**src/rtl/snake_head_stepper_if.sv**
```systemverilog
// Control/status bundle between the game core and the head stepper.
// master drives start/pause/direction requests; slave returns head position and status.
interface snake_head_stepper_if #(
    parameter int unsigned XB = 5,
    parameter int unsigned YB = 5
);
    logic          start;
    logic          pause;
    logic          dir_valid;
    logic [1:0]    dir_req;
    logic [XB-1:0] head_x;
    logic [YB-1:0] head_y;
    logic [1:0]    cur_dir;
    logic          move_stb;
    logic          running;
    logic          game_over;

    modport master (
        output start, pause, dir_valid, dir_req,
        input  head_x, head_y, cur_dir, move_stb, running, game_over
    );

    modport slave (
        input  start, pause, dir_valid, dir_req,
        output head_x, head_y, cur_dir, move_stb, running, game_over
    );
endinterface

```
**src/rtl/snake_head_stepper.sv**
```systemverilog
// Synchronises the divided game clock into move ticks and steps the snake head.
// Optional macro SNAKE_WALL_KILL_EN: crossing a grid edge ends the game instead of wrapping.
module snake_head_stepper #(
    parameter int unsigned GRID_W  = 32,
    parameter int unsigned GRID_H  = 24,
    parameter int unsigned START_X = 16,
    parameter int unsigned START_Y = 12
) (
    input  logic                 clk65MHz,
    input  logic                 rst_n,
    input  logic                 clk_div,
    snake_head_stepper_if.slave  bus
);
    localparam int unsigned XB = $clog2(GRID_W - 1);
    localparam int unsigned YB = $clog2(GRID_H - 1);

    typedef enum logic [1:0] {ST_IDLE, ST_RUN, ST_PAUSE, ST_OVER} state_t;

    state_t          r_state;
    logic            r_s1, r_s2, r_p;
    logic [XB-1:0]   r_head_x;
    logic [YB-1:0]   r_head_y;
    logic [1:0]      r_cur_dir;
    logic [1:0]      r_pend_dir;
    logic            r_move_stb;
    logic            r_running;
    logic            r_game_over;

    logic            w_tick;
    logic            w_move_req;
    logic            w_move;
    logic            w_kill;
    logic            w_cross;
    logic [XB-1:0]   w_nx;
    logic [YB-1:0]   w_ny;
    logic [1:0]      w_ref;
    logic            w_dir_ok;

    assign w_tick     = r_s2 & ~r_p;
    // pause has priority over a coincident tick
    assign w_move_req = (r_state == ST_RUN) & w_tick & ~bus.pause;

    // Next head cell with wrap; w_cross flags an edge crossing
    always_comb begin
        w_nx    = r_head_x;
        w_ny    = r_head_y;
        w_cross = 1'b0;
        case (r_pend_dir)
            2'b00: begin
                w_cross = (r_head_y == '0);
                w_ny    = w_cross ? YB'(GRID_H - 1) : r_head_y - YB'(1);
            end
            2'b01: begin
                w_cross = (r_head_x == XB'(GRID_W - 1));
                w_nx    = w_cross ? '0 : r_head_x + XB'(1);
            end
            2'b10: begin
                w_cross = (r_head_y == YB'(GRID_H - 1));
                w_ny    = w_cross ? '0 : r_head_y + YB'(1);
            end
            default: begin
                w_cross = (r_head_x == '0);
                w_nx    = w_cross ? XB'(GRID_W - 1) : r_head_x - XB'(1);
            end
        endcase
    end

`ifdef SNAKE_WALL_KILL_EN
    assign w_move = w_move_req & ~w_cross;
    assign w_kill = w_move_req &  w_cross;
`else
    assign w_move = w_move_req;
    assign w_kill = 1'b0;
`endif

    // A request in a move cycle is judged against the direction being committed
    assign w_ref    = w_move ? r_pend_dir : r_cur_dir;
    assign w_dir_ok = bus.dir_valid & (r_state != ST_OVER) & (bus.dir_req != (w_ref ^ 2'b10));

    always_ff @(posedge clk65MHz or negedge rst_n) begin
        if (!rst_n) begin
            r_state     <= ST_IDLE;
            r_s1        <= 1'b0;
            r_s2        <= 1'b0;
            r_p         <= 1'b0;
            r_head_x    <= XB'(START_X);
            r_head_y    <= YB'(START_Y);
            r_cur_dir   <= 2'b01;
            r_pend_dir  <= 2'b01;
            r_move_stb  <= 1'b0;
            r_running   <= 1'b0;
            r_game_over <= 1'b0;
        end else begin
            r_s1       <= clk_div;
            r_s2       <= r_s1;
            r_p        <= r_s2;
            r_move_stb <= 1'b0;
            if (w_dir_ok) r_pend_dir <= bus.dir_req;
            case (r_state)
                ST_IDLE: begin
                    if (bus.start) begin
                        r_state   <= ST_RUN;
                        r_running <= 1'b1;
                    end
                end
                ST_RUN: begin
                    if (bus.pause) begin
                        r_state   <= ST_PAUSE;
                        r_running <= 1'b0;
                    end else if (w_move) begin
                        r_head_x   <= w_nx;
                        r_head_y   <= w_ny;
                        r_cur_dir  <= r_pend_dir;
                        r_move_stb <= 1'b1;
                    end else if (w_kill) begin
                        r_state     <= ST_OVER;
                        r_running   <= 1'b0;
                        r_game_over <= 1'b1;
                    end
                end
                ST_PAUSE: begin
                    if (bus.pause) begin
                        r_state   <= ST_RUN;
                        r_running <= 1'b1;
                    end
                end
                ST_OVER: begin
                    if (bus.start) begin
                        r_state     <= ST_RUN;
                        r_running   <= 1'b1;
                        r_head_x    <= XB'(START_X);
                        r_head_y    <= YB'(START_Y);
                        r_cur_dir   <= 2'b01;
                        r_pend_dir  <= 2'b01;
                        r_game_over <= 1'b0;
                    end
                end
                default: r_state <= ST_IDLE;
            endcase
        end
    end

    assign bus.head_x   = r_head_x;
    assign bus.head_y   = r_head_y;
    assign bus.cur_dir  = r_cur_dir;
    assign bus.move_stb = r_move_stb;
    assign bus.running  = r_running;
`ifdef SNAKE_WALL_KILL_EN
    assign bus.game_over = r_game_over;
`else
    assign bus.game_over = 1'b0;
`endif
endmodule

```
**src/flat_wrapper.sv**
```systemverilog
// flat-port wrapper written by rule: the top's interface ports become plain ports
module snake_head_stepper_flat 
#(
    parameter int unsigned GRID_W  = 32,
    parameter int unsigned GRID_H  = 24,
    parameter int unsigned START_X = 16,
    parameter int unsigned START_Y = 12
)
  (clk65MHz, rst_n, clk_div, bus_start, bus_pause, bus_dir_valid, bus_dir_req, bus_head_x, bus_head_y, bus_cur_dir, bus_move_stb, bus_running, bus_game_over);
  snake_head_stepper_if #(.XB(5), .YB(5)) bus_i ();
  input  logic clk65MHz;
  input  logic rst_n;
  input  logic clk_div;
  input wire logic [$bits(bus_i.start)-1:0] bus_start;
  input wire logic [$bits(bus_i.pause)-1:0] bus_pause;
  input wire logic [$bits(bus_i.dir_valid)-1:0] bus_dir_valid;
  input wire logic [$bits(bus_i.dir_req)-1:0] bus_dir_req;
  output wire logic [$bits(bus_i.head_x)-1:0] bus_head_x;
  output wire logic [$bits(bus_i.head_y)-1:0] bus_head_y;
  output wire logic [$bits(bus_i.cur_dir)-1:0] bus_cur_dir;
  output wire logic [$bits(bus_i.move_stb)-1:0] bus_move_stb;
  output wire logic [$bits(bus_i.running)-1:0] bus_running;
  output wire logic [$bits(bus_i.game_over)-1:0] bus_game_over;
  assign bus_i.start = bus_start;
  assign bus_i.pause = bus_pause;
  assign bus_i.dir_valid = bus_dir_valid;
  assign bus_i.dir_req = bus_dir_req;
  assign bus_head_x = bus_i.head_x;
  assign bus_head_y = bus_i.head_y;
  assign bus_cur_dir = bus_i.cur_dir;
  assign bus_move_stb = bus_i.move_stb;
  assign bus_running = bus_i.running;
  assign bus_game_over = bus_i.game_over;
  snake_head_stepper #(.GRID_W(GRID_W), .GRID_H(GRID_H), .START_X(START_X), .START_Y(START_Y)) u_core (.clk65MHz(clk65MHz), .rst_n(rst_n), .clk_div(clk_div), .bus(bus_i));
endmodule
```
**config.mk**
```make
export PLATFORM = sky130hd
export DESIGN_NAME = snake_head_stepper_flat
export DESIGN_NICKNAME = d
export VERILOG_FILES = /design/src/rtl/snake_head_stepper_if.sv /design/src/rtl/snake_head_stepper.sv /design/src/flat_wrapper.sv
export SDC_FILE = /design/constraint.sdc
export NUM_CORES = 1
export LEC_CHECK = 0
export CAP_MARGIN = 0
export CORE_MARGIN = 2
export CORE_UTILIZATION = 53
export DETAILED_ROUTE_END_ITERATION = 7
export PLACE_DENSITY = 0.79
export SETUP_SLACK_MARGIN = 0.4
export SKIP_CTS_REPAIR_TIMING = 1
export SYNTH_ARGS = -nofsm -noshare
export SYNTH_HDL_FRONTEND = slang
export SYNTH_SLANG_ARGS = --single-unit
```
**constraint.sdc**
```tcl
create_clock -name clk65MHz -period 2 [get_ports clk65MHz]
set_input_delay 0.4 -clock clk65MHz [delete_from_list [all_inputs] [get_ports clk65MHz]]
set_output_delay 0.4 -clock clk65MHz [all_outputs]
set_load 0.02 [all_outputs]
```
; ---- Word-level counts from Yosys, hierarchy flattened
; Index checks and enable logic that the tools add are counted.
[classes]
n_addsub = 4
n_reduce_logical = 11
bitwise = 8
mux = 31
eq_ne = 17
[ops]
columns = cell, count
row1 = two-way mux 5 bit, 10
row2 = one-hot mux 5 bit (2 select lines), 4
row3 = two-way mux 2 bit, 8
row4 = inequality test 2 bit (second input constant), 6
row5 = adder 5 x 1 -> 5 bit (second input constant), 2
row6 = == test 5 bit (second input constant), 2
row7 = zero test 5 bit, 2
row8 = AND reduction 5 bit, 2
row9 = subtractor 5 x 1 -> 5 bit (second input constant), 2
row10 = == test 2 bit (second input constant), 3
row11 = two-way mux 1 bit, 6
row12 = one-hot mux 2 bit (3 select lines), 1
row13 = AND reduction 3 bit, 2
row14 = bitwise AND 1 bit, 5
row15 = == test 2 x 1 -> 1 bit (second input constant), 2
row16 = zero test 2 bit, 2
row17 = inequality test 2 x 1 -> 1 bit (second input constant), 2
row18 = one-hot mux 2 bit (2 select lines), 1
row19 = OR reduction 2 bit, 2
row20 = inequality test 3 bit (second input constant), 1
row21 = inverter 1 bit, 3
row22 = one-hot mux 1 bit (3 select lines), 1
row23 = inequality test 2 bit, 1
row24 = nonzero test 2 bit, 1
[word_totals]
output_inout_bits = 15
ff_bits = 21
in_bits = 8
word_cells = 81

; ---- Logic depth before layout (Yosys ltp)
; Gate-level depths: netlist of run 1.
[depth]
word_depth = 11
ltp_mapped = 8
ltp_nobuf = 7

; ---- Worst setup path before layout of run 1
; No wires, ideal clock.
[synth_path]
path_type = reg-to-reg
from = register u_core.r_state[0]
to = register u_core.r_pend_dir[0]
path_stages_with_launch = 7
setup_ns = 0.078
period_less_slack_ns = 1.995
path_buffers = 1
slack_ns = 0.005
arrival_ns = 1.917
required_time_ns = 1.922
cell_sequence = dfrtp_1 > ha_1 > buf_2 > and4bb_4 > mux4_2 > and3_1 > a31o_1
[synth_between]
elab_chain_len = 10
word_cells_on_any_way = 13
classes_between = eq/ne: 4 / mux: 4 / bitwise: 5
[synth_rtl]
columns = item, line
row1 = "start, declared", snake_head_stepper.sv:19  ; state_t r_state;
row2 = "start signal, assigned", snake_head_stepper.sv:82  ; r_state <= ST_IDLE;
row3 = "start signal, assigned", snake_head_stepper.sv:102  ; r_state <= ST_RUN;
row4 = "start signal, assigned", snake_head_stepper.sv:108  ; r_state <= ST_PAUSE;
row5 = == test 2 x 1 -> 1 bit, snake_head_stepper.sv:41  ; assign w_move_req = (r_state == ST_RUN) & w_tick & ~bus.pause;
row6 = bitwise AND 1 bit (2 in a row), snake_head_stepper.sv:41
row7 = two-way mux 2 bit, snake_head_stepper.sv:77  ; assign w_ref = w_move ? r_pend_dir : r_cur_dir;
row8 = inverter 1 bit (no line), -
row9 = inequality test 2 bit, snake_head_stepper.sv:78  ; assign w_dir_ok = bus.dir_valid & (r_state != ST_OVER) & (bus.dir_req != (w_ref ^ 2'b10));
row10 = bitwise AND 1 bit, snake_head_stepper.sv:78
row11 = two-way mux 2 bit, snake_head_stepper.sv:98  ; if (w_dir_ok) r_pend_dir <= bus.dir_req;
row12 = two-way mux 2 bit, snake_head_stepper.sv:128  ; if (bus.start) begin
row13 = two-way mux 2 bit *, snake_head_stepper.sv:99  ; case (r_state)
row14 = "end signal, assigned", snake_head_stepper.sv:98
row15 = "end, declared", snake_head_stepper.sv:24  ; logic [1:0] r_pend_dir;
; Mark *: on every way between the ends. The rest lies on a longest branch, timed or not.
; A chain may end at the register's enable or synchronous reset.

; ---- Final worst setup path of run 1
[layout_path]
from = register u_core.r_state[1]
to = register u_core.r_pend_dir[0]
; Same word-level chain as after synthesis.

==> results of run 1 <==
## worst max-delay path, stage by stage, from the launching register on
cell,delay [ns]
dfrtp_1,0.43
inv_2,0.10
ha_4,0.16
and4bb_4,0.27
mux4_2,0.49
and3_1,0.16
a31o_1,0.19
## cells in the final DEF, fill, tap and decap left out, types with 4 or more instances in the layout
cell and count:
ha_1 7, dfrtp_1 8, dlymetal6s2s_1 14, nor3_1 6, o22ai_1 4, a21oi_1 10
mux2i_1 4, nand2_1 12, o21ai_1 7, dfrtp_2 7, o21ai_0 4, clkdlybuf4s50_1 6
dfstp_2 4, inv_1 11, nor2_1 8, nand2b_1 10, buf_4 19
## worst paths after layout
check                                             to  slack (ns)  cells past startpoint
worst max-delay path            u_core.r_pend_dir[0]        0.16                      6
worst min register to register           u_core.r_s2        0.37                      0
worst max register to register  u_core.r_pend_dir[0]        0.16                      6
min in group asynchronous       u_core.bus.head_x[2]        0.40                      2
max in group asynchronous       u_core.bus.head_y[2]        1.32                      2
worst min-delay path                     u_core.r_s2        0.37                      0
## state kept, by name (all words and copies together), names as in the netlist
name,count
u_core.r_pend_dir,2
u_core.r_p,1
u_core.bus.cur_dir,2
u_core.r_state,2
u_core.bus.head_y,5
u_core.r_s1,1
u_core.r_s2,1
u_core.bus.head_x,5
u_core.bus.move_stb,1
## cells by family after synthesis
logic type	count (synthesis)	synth area share
simple gates	59	0.233
compound gates	49	0.219
buf+inv	22	0.0611
flops	20	0.339
fa+ha+maj	9	0.0754
mux	8	0.0637
other cells	1	0.00251
xor+xnor	1	0.00586
## layer usage
layer / track usage / routed length [um] / part of all wire
met1: 0.272 / 1750 / 0.46
met2: 0.327 / 1810 / 0.48
met3: 0.0408 / 148 / 0.039
met4: 0.0930 / 74 / 0.020
met5: 0 / 0 / 0
## where the power goes
| part | leakage, nW | internal, mW | total [mW] | switching [mW] |
|---|---|---|---|---|
| Sequential | 0.237 | 0.574 | 0.846 | 0.272 |
| Combinational | 0.734 | 0.860 | 1.72 | 0.860 |
| Clock | 0.0210 | 0.112 | 0.253 | 0.141 |
| Total | 0.992 | 1.55 | 2.82 | 1.27 |
## through the flow
step,instances,util
floorplan,169,-
global placement,224,0.673
detailed placement,224,0.673
CTS,228,0.687
global route,237,0.737
finish,237,0.737
## synthesized netlist by cell type, types with 2 or more instances
master     instances
nand4b_1           3
nand2b_1          11
mux2_2             2
dfrtp_1           15
nor2_1             8
a21oi_1           10
inv_1             14
clkbuf_1           5
nand3_1            3
o21ai_0            4
nor3_1             6
mux2i_1            5
o22ai_1            4
buf_4              2
and3_1             3
nor2b_1            2
o211ai_1           3
dfstp_2            5
nand2_1           12
o21ai_1            8
or4b_1             2
o2bb2ai_1          2
a2bb2oi_1          2
ha_1               9
## cell type report
class,instances,area share
repair buffers,41,0.199
multi-input cells,127,0.477
flip-flops and latches,20,0.260
inverters,14,0.0263
clock buffers,4,0.0182
well taps,31,0.0194
==> impl_metrics.py, run 1 <==
metrics = {
    "status": {
        "outcome": "completed",
    },
    "synth": {
        "synth_top_area_share": 0.251,
        "ys.flop_type": "dfrtp_1",
        "synthArstFlopShare": 1.00,
        "synth.distinct_cells": 53,
        "synthesis.nets": 186,
        "ys_seq_area_frac": 0.339,
        "avgSynthCellArea_um2": 8.84,
        "synth_edf_count": 0,
        "yosysWarnings": 0,
        "ys_top_cells_by_area": "dfrtp_1, dfstp_2, ha_1",
        "ys_ff_latch": 20,
        "syn-instance-count": 169,
        "netlist_area_um2": 1490,
        "yosys.area.top_type": "dfrtp_1",
    },
    "die": {
        "io_pins": 23,
        "dieArea_um2": 3260,
        "die_h_um": 57.1,
        "start_util": 0.551,
        "coreArea_um2": 2710,
        "chipWidth_um": 57.1,
        "rows": 19,
    },
    "hold_path": {
        "min-delay-start": "u_core.r_s1",
        "hold_path.class": "flip-flop to flip-flop",
    },
    "clocking": {
        "path_clk_slew_ns": 0.13,
        "cts_tree": "yes",
        "clk_path_buf_depth": 2,
        "clockRootBuffer": "clkbuf_4",
        "htree_levels": 1,
        "worst_skew_pair.late_latency_ns": 0.33,
        "clock_sinks": 20,
        "numCtsBuffers": 3,
    },
    "power": {
        "ir_drop_mv": 1.10,
        "power_mw": 2.82,
        "power_density_nw_per_um2": 1410,
        "p_leak_nw": 0.992,
    },
    "global_route": {
        "grt_max_degree": 21,
        "antenna_found_initial": 0,
        "track_usage": 0.206,
        "grt_pass1_wl_um": 5330,
        "overflow": 0,
        "grt_pass1_vias": 1258,
    },
    "setup_path": {
        "endpoint_kind": "flip-flop",
        "crit_required_ns": 2.27,
        "arrival_ns": 2.12,
        "startpoint": "u_core.r_state[1]",
        "startpoint_type": "flip-flop",
        "crit_fanout": 4,
        "setup.worst_path.class": "flip-flop to flip-flop",
        "worstReg2RegStart": "u_core.r_state[1]",
    },
    "cells_and_area": {
        "layout.nets": 224,
        "antenna_cells": 0,
        "regArea_um2": 519,
        "multi_input_area_um2": 952,
        "drive_gt1_frac": 0.262,
        "area_delta_synth_final_pct": 33.7,
        "fill_cells": 191,
        "final_area_um2": 2000,
    },
    "routing": {
        "vias_per_cell": 6.08,
        "wl_per_cell_um": 16.0,
        "vias": 1440,
        "first_pass_iters": 5,
        "wl_um": 3790,
        "drt_iter0_markers": 51,
        "drc": 0,
        "antenna_left": 0,
    },
    "sta": {
        "fin_crit_sh": 0.921,
        "fin_ws_ns": 0.157,
        "clock-skew-final_ns": 0.0103,
        "slew_headroom": 0.662,
        "period_minus_slack_ns": 1.84,
        "final_hold_viol_count": 0,
        "grt_setup_unrepaired": "true",
        "tns_ns": 0,
        "finalMaxSlewViolations": 0,
        "worst_hold_slack_ns": 0.366,
        "finalSetupViolCount": 0,
        "max_clock_freq_mhz": 543,
        "worst_pin_slew_ns": 0.506,
    },
    "placed_design": {
        "placed_area_um2": 1820,
        "globalplace.congestion": 0.912,
        "dpl.hpwl_um": 2500,
        "io_buffers": 21,
        "post-place-ws_ns": -0.150,
    },
    "job": {
        "drv_cap": 0,
    },
}
Power figures use the tool's default switching activity.
==> inputs of run 2 (changes only) <==
CORE_MARGIN = 4   (was 2)
CORE_UTILIZATION = 56   (was 53)
DONT_BUFFER_PORTS = 1   (was not set)
PLACE_DENSITY = 0.71   (was 0.79)
==> run 2 against run 1 <==
Compared with the run above: register-to-register slack better by 0.04 ns; critical path depth stayed put; global-route usage is 1.6 points lower; largest cell class unchanged.
==> impl_metrics.py, run 2 (synthesized netlist as in run 1, its figures left out) <==
metrics = {
    "placed_design": {
        "dp_cells": 197,
        "dpl.hpwl_um": 2380,
        "globalplace.congestion": 0.907,
        "io_buffers": 0,
    },
    "sta": {
        "slew_headroom": 0.381,
        "final_hold_viol_count": 0,
        "fin_crit_sh": 0.900,
        "grt_setup_unrepaired": "true",
        "finalSetupViolCount": 0,
        "clock-skew-final_ns": 0.00426,
        "tns_ns": 0,
        "worst_pin_slew_ns": 0.926,
        "max_clock_freq_mhz": 556,
        "period_minus_slack_ns": 1.80,
        "finalMaxSlewViolations": 0,
    },
    "power": {
        "power_density_nw_per_um2": 1520,
        "power_mw": 2.83,
        "p_leak_nw": 0.726,
        "ir_drop_mv": 1.27,
    },
    "global_route": {
        "grt_max_degree": 21,
        "grt_pass1_wl_um": 5180,
        "antenna_found_initial": 0,
        "grt_pass1_vias": 1156,
        "overflow": 0,
        "track_usage": 0.190,
    },
    "setup_path": {
        "r2r-end": "u_core.r_pend_dir[0]",
        "crit_fanout": 4,
        "startpoint_type": "flip-flop",
        "setup.worst_path.class": "flip-flop to flip-flop",
        "rr_worst_depth": 6,
        "endpoint_kind": "flip-flop",
        "reg2reg_slack_ns": 0.20,
        "worstReg2RegStart": "u_core.r_state[1]",
        "arrival_ns": 2.05,
        "crit_required_ns": 2.25,
    },
    "clocking": {
        "worst_skew_pair.late_latency_ns": 0.30,
        "clock_sinks": 20,
        "cts_tree": "yes",
        "clk_path_buf_depth": 2,
        "numCtsBuffers": 3,
        "path_clk_slew_ns": 0.12,
        "clockRootBuffer": "clkbuf_4",
        "htree_levels": 1,
    },
    "routing": {
        "drc": 0,
        "wl_um": 3610,
        "first_pass_iters": 4,
        "vias_per_cell": 6.40,
        "wl_per_cell_um": 16.9,
        "antenna_left": 0,
        "vias": 1364,
        "drt_iter0_markers": 112,
    },
    "status": {
        "outcome": "completed",
    },
    "hold_path": {
        "hold_depth": 0,
        "hold_end": "u_core.r_s1",
        "hold_path.class": "input port to flip-flop",
        "min-delay-start": "clk_div",
    },
    "cells_and_area": {
        "mostFrequentLayoutCells": "buf_4, nand2_1, nand2b_1",
        "drive_gt1_frac": 0.361,
        "area_delta_synth_final_pct": 24.5,
        "final_common_cell": "buf_4",
        "antenna_cells": 0,
        "layout.nets": 201,
        "fin_cells": 213,
    },
    "die": {
        "chipWidth_um": 59.7,
        "io_pins": 23,
        "die_h_um": 59.7,
        "start_util": 0.598,
        "rows": 18,
        "coreArea_um2": 2500,
        "dieArea_um2": 3560,
    },
    "job": {
        "drv_cap": 0,
    },
}
==> run 2: changes by cell type in the layout (fill, tap and decap cells not counted), sizes merged <==
cell,before,now
dlymetal6s2s,14,0
clkdlybuf4s50,6,0
buf,20,16
bufinv,0,1
clkbuf,5,4
dlygate4sd3,0,1
==> run 2: how the worst max path moves through the flow <==
stage / start / endpoint / cells past startpoint
floorplan: u_core.r_state[0] / u_core.r_pend_dir[0] / 6
global placement: u_core.r_state[1] / u_core.r_pend_dir[0] / 6
detailed placement: u_core.r_state[1] / u_core.r_pend_dir[1] / 7
CTS: u_core.r_state[1] / u_core.r_pend_dir[0] / 6
global route: u_core.r_state[1] / u_core.r_pend_dir[0] / 6
finish: u_core.r_state[1] / u_core.r_pend_dir[0] / 6
==> run 2: through the flow <==
stage	utilization	cell area, um2	hold slack [ns]	worst slack, ns
after floorplan	-	1540	0.104	0.178
after global placement	0.630	1580	0.105	0.209
after detailed placement	0.630	1580	0.105	0.172
after CTS	0.651	1630	-0.240	0.158
after global routing	0.744	1860	0.0747	0.144
final	0.744	1860	0.105	0.200
==> run 2: area by class of cell <==
| cell class | count | area (um2) |
|---|---|---|
| Clock inverter | 1 | 30.0 |
| Fill cell | 165 | 639 |
| Sequential cell | 20 | 522 |
| Inverter | 14 | 52.6 |
| Tap cell | 30 | 37.5 |
| Multi-Input combinational cell | 127 | 1060 |
| Timing Repair Buffer | 18 | 135 |
| Clock buffer | 3 | 22.5 |
==> run 2: where the power goes <==
part           leakage (nW)  internal, mW  switching [mW]
registers             0.239         0.581           0.371
clock network        0.0279         0.202           0.135
logic                 0.458         0.760           0.786
total                 0.726          1.54            1.29
==> run 2: per-layer routing <==
layer	GRT usage	up-vias	routed length, um
met5	0	-	0
met4	0.0665	0	41
met3	0.0432	4	277
met2	0.289	57	1730
met1	0.265	657	1560
li1	-	646	-
==> run 2: worst max-delay path, cell delays in order, from the launching register on <==
cell and delay (ns):
dfrtp_1 0.44, inv_2 0.09, ha_4 0.14, and4bb_4 0.25, mux4_2 0.49, and3_4 0.16, a31o_1 0.18
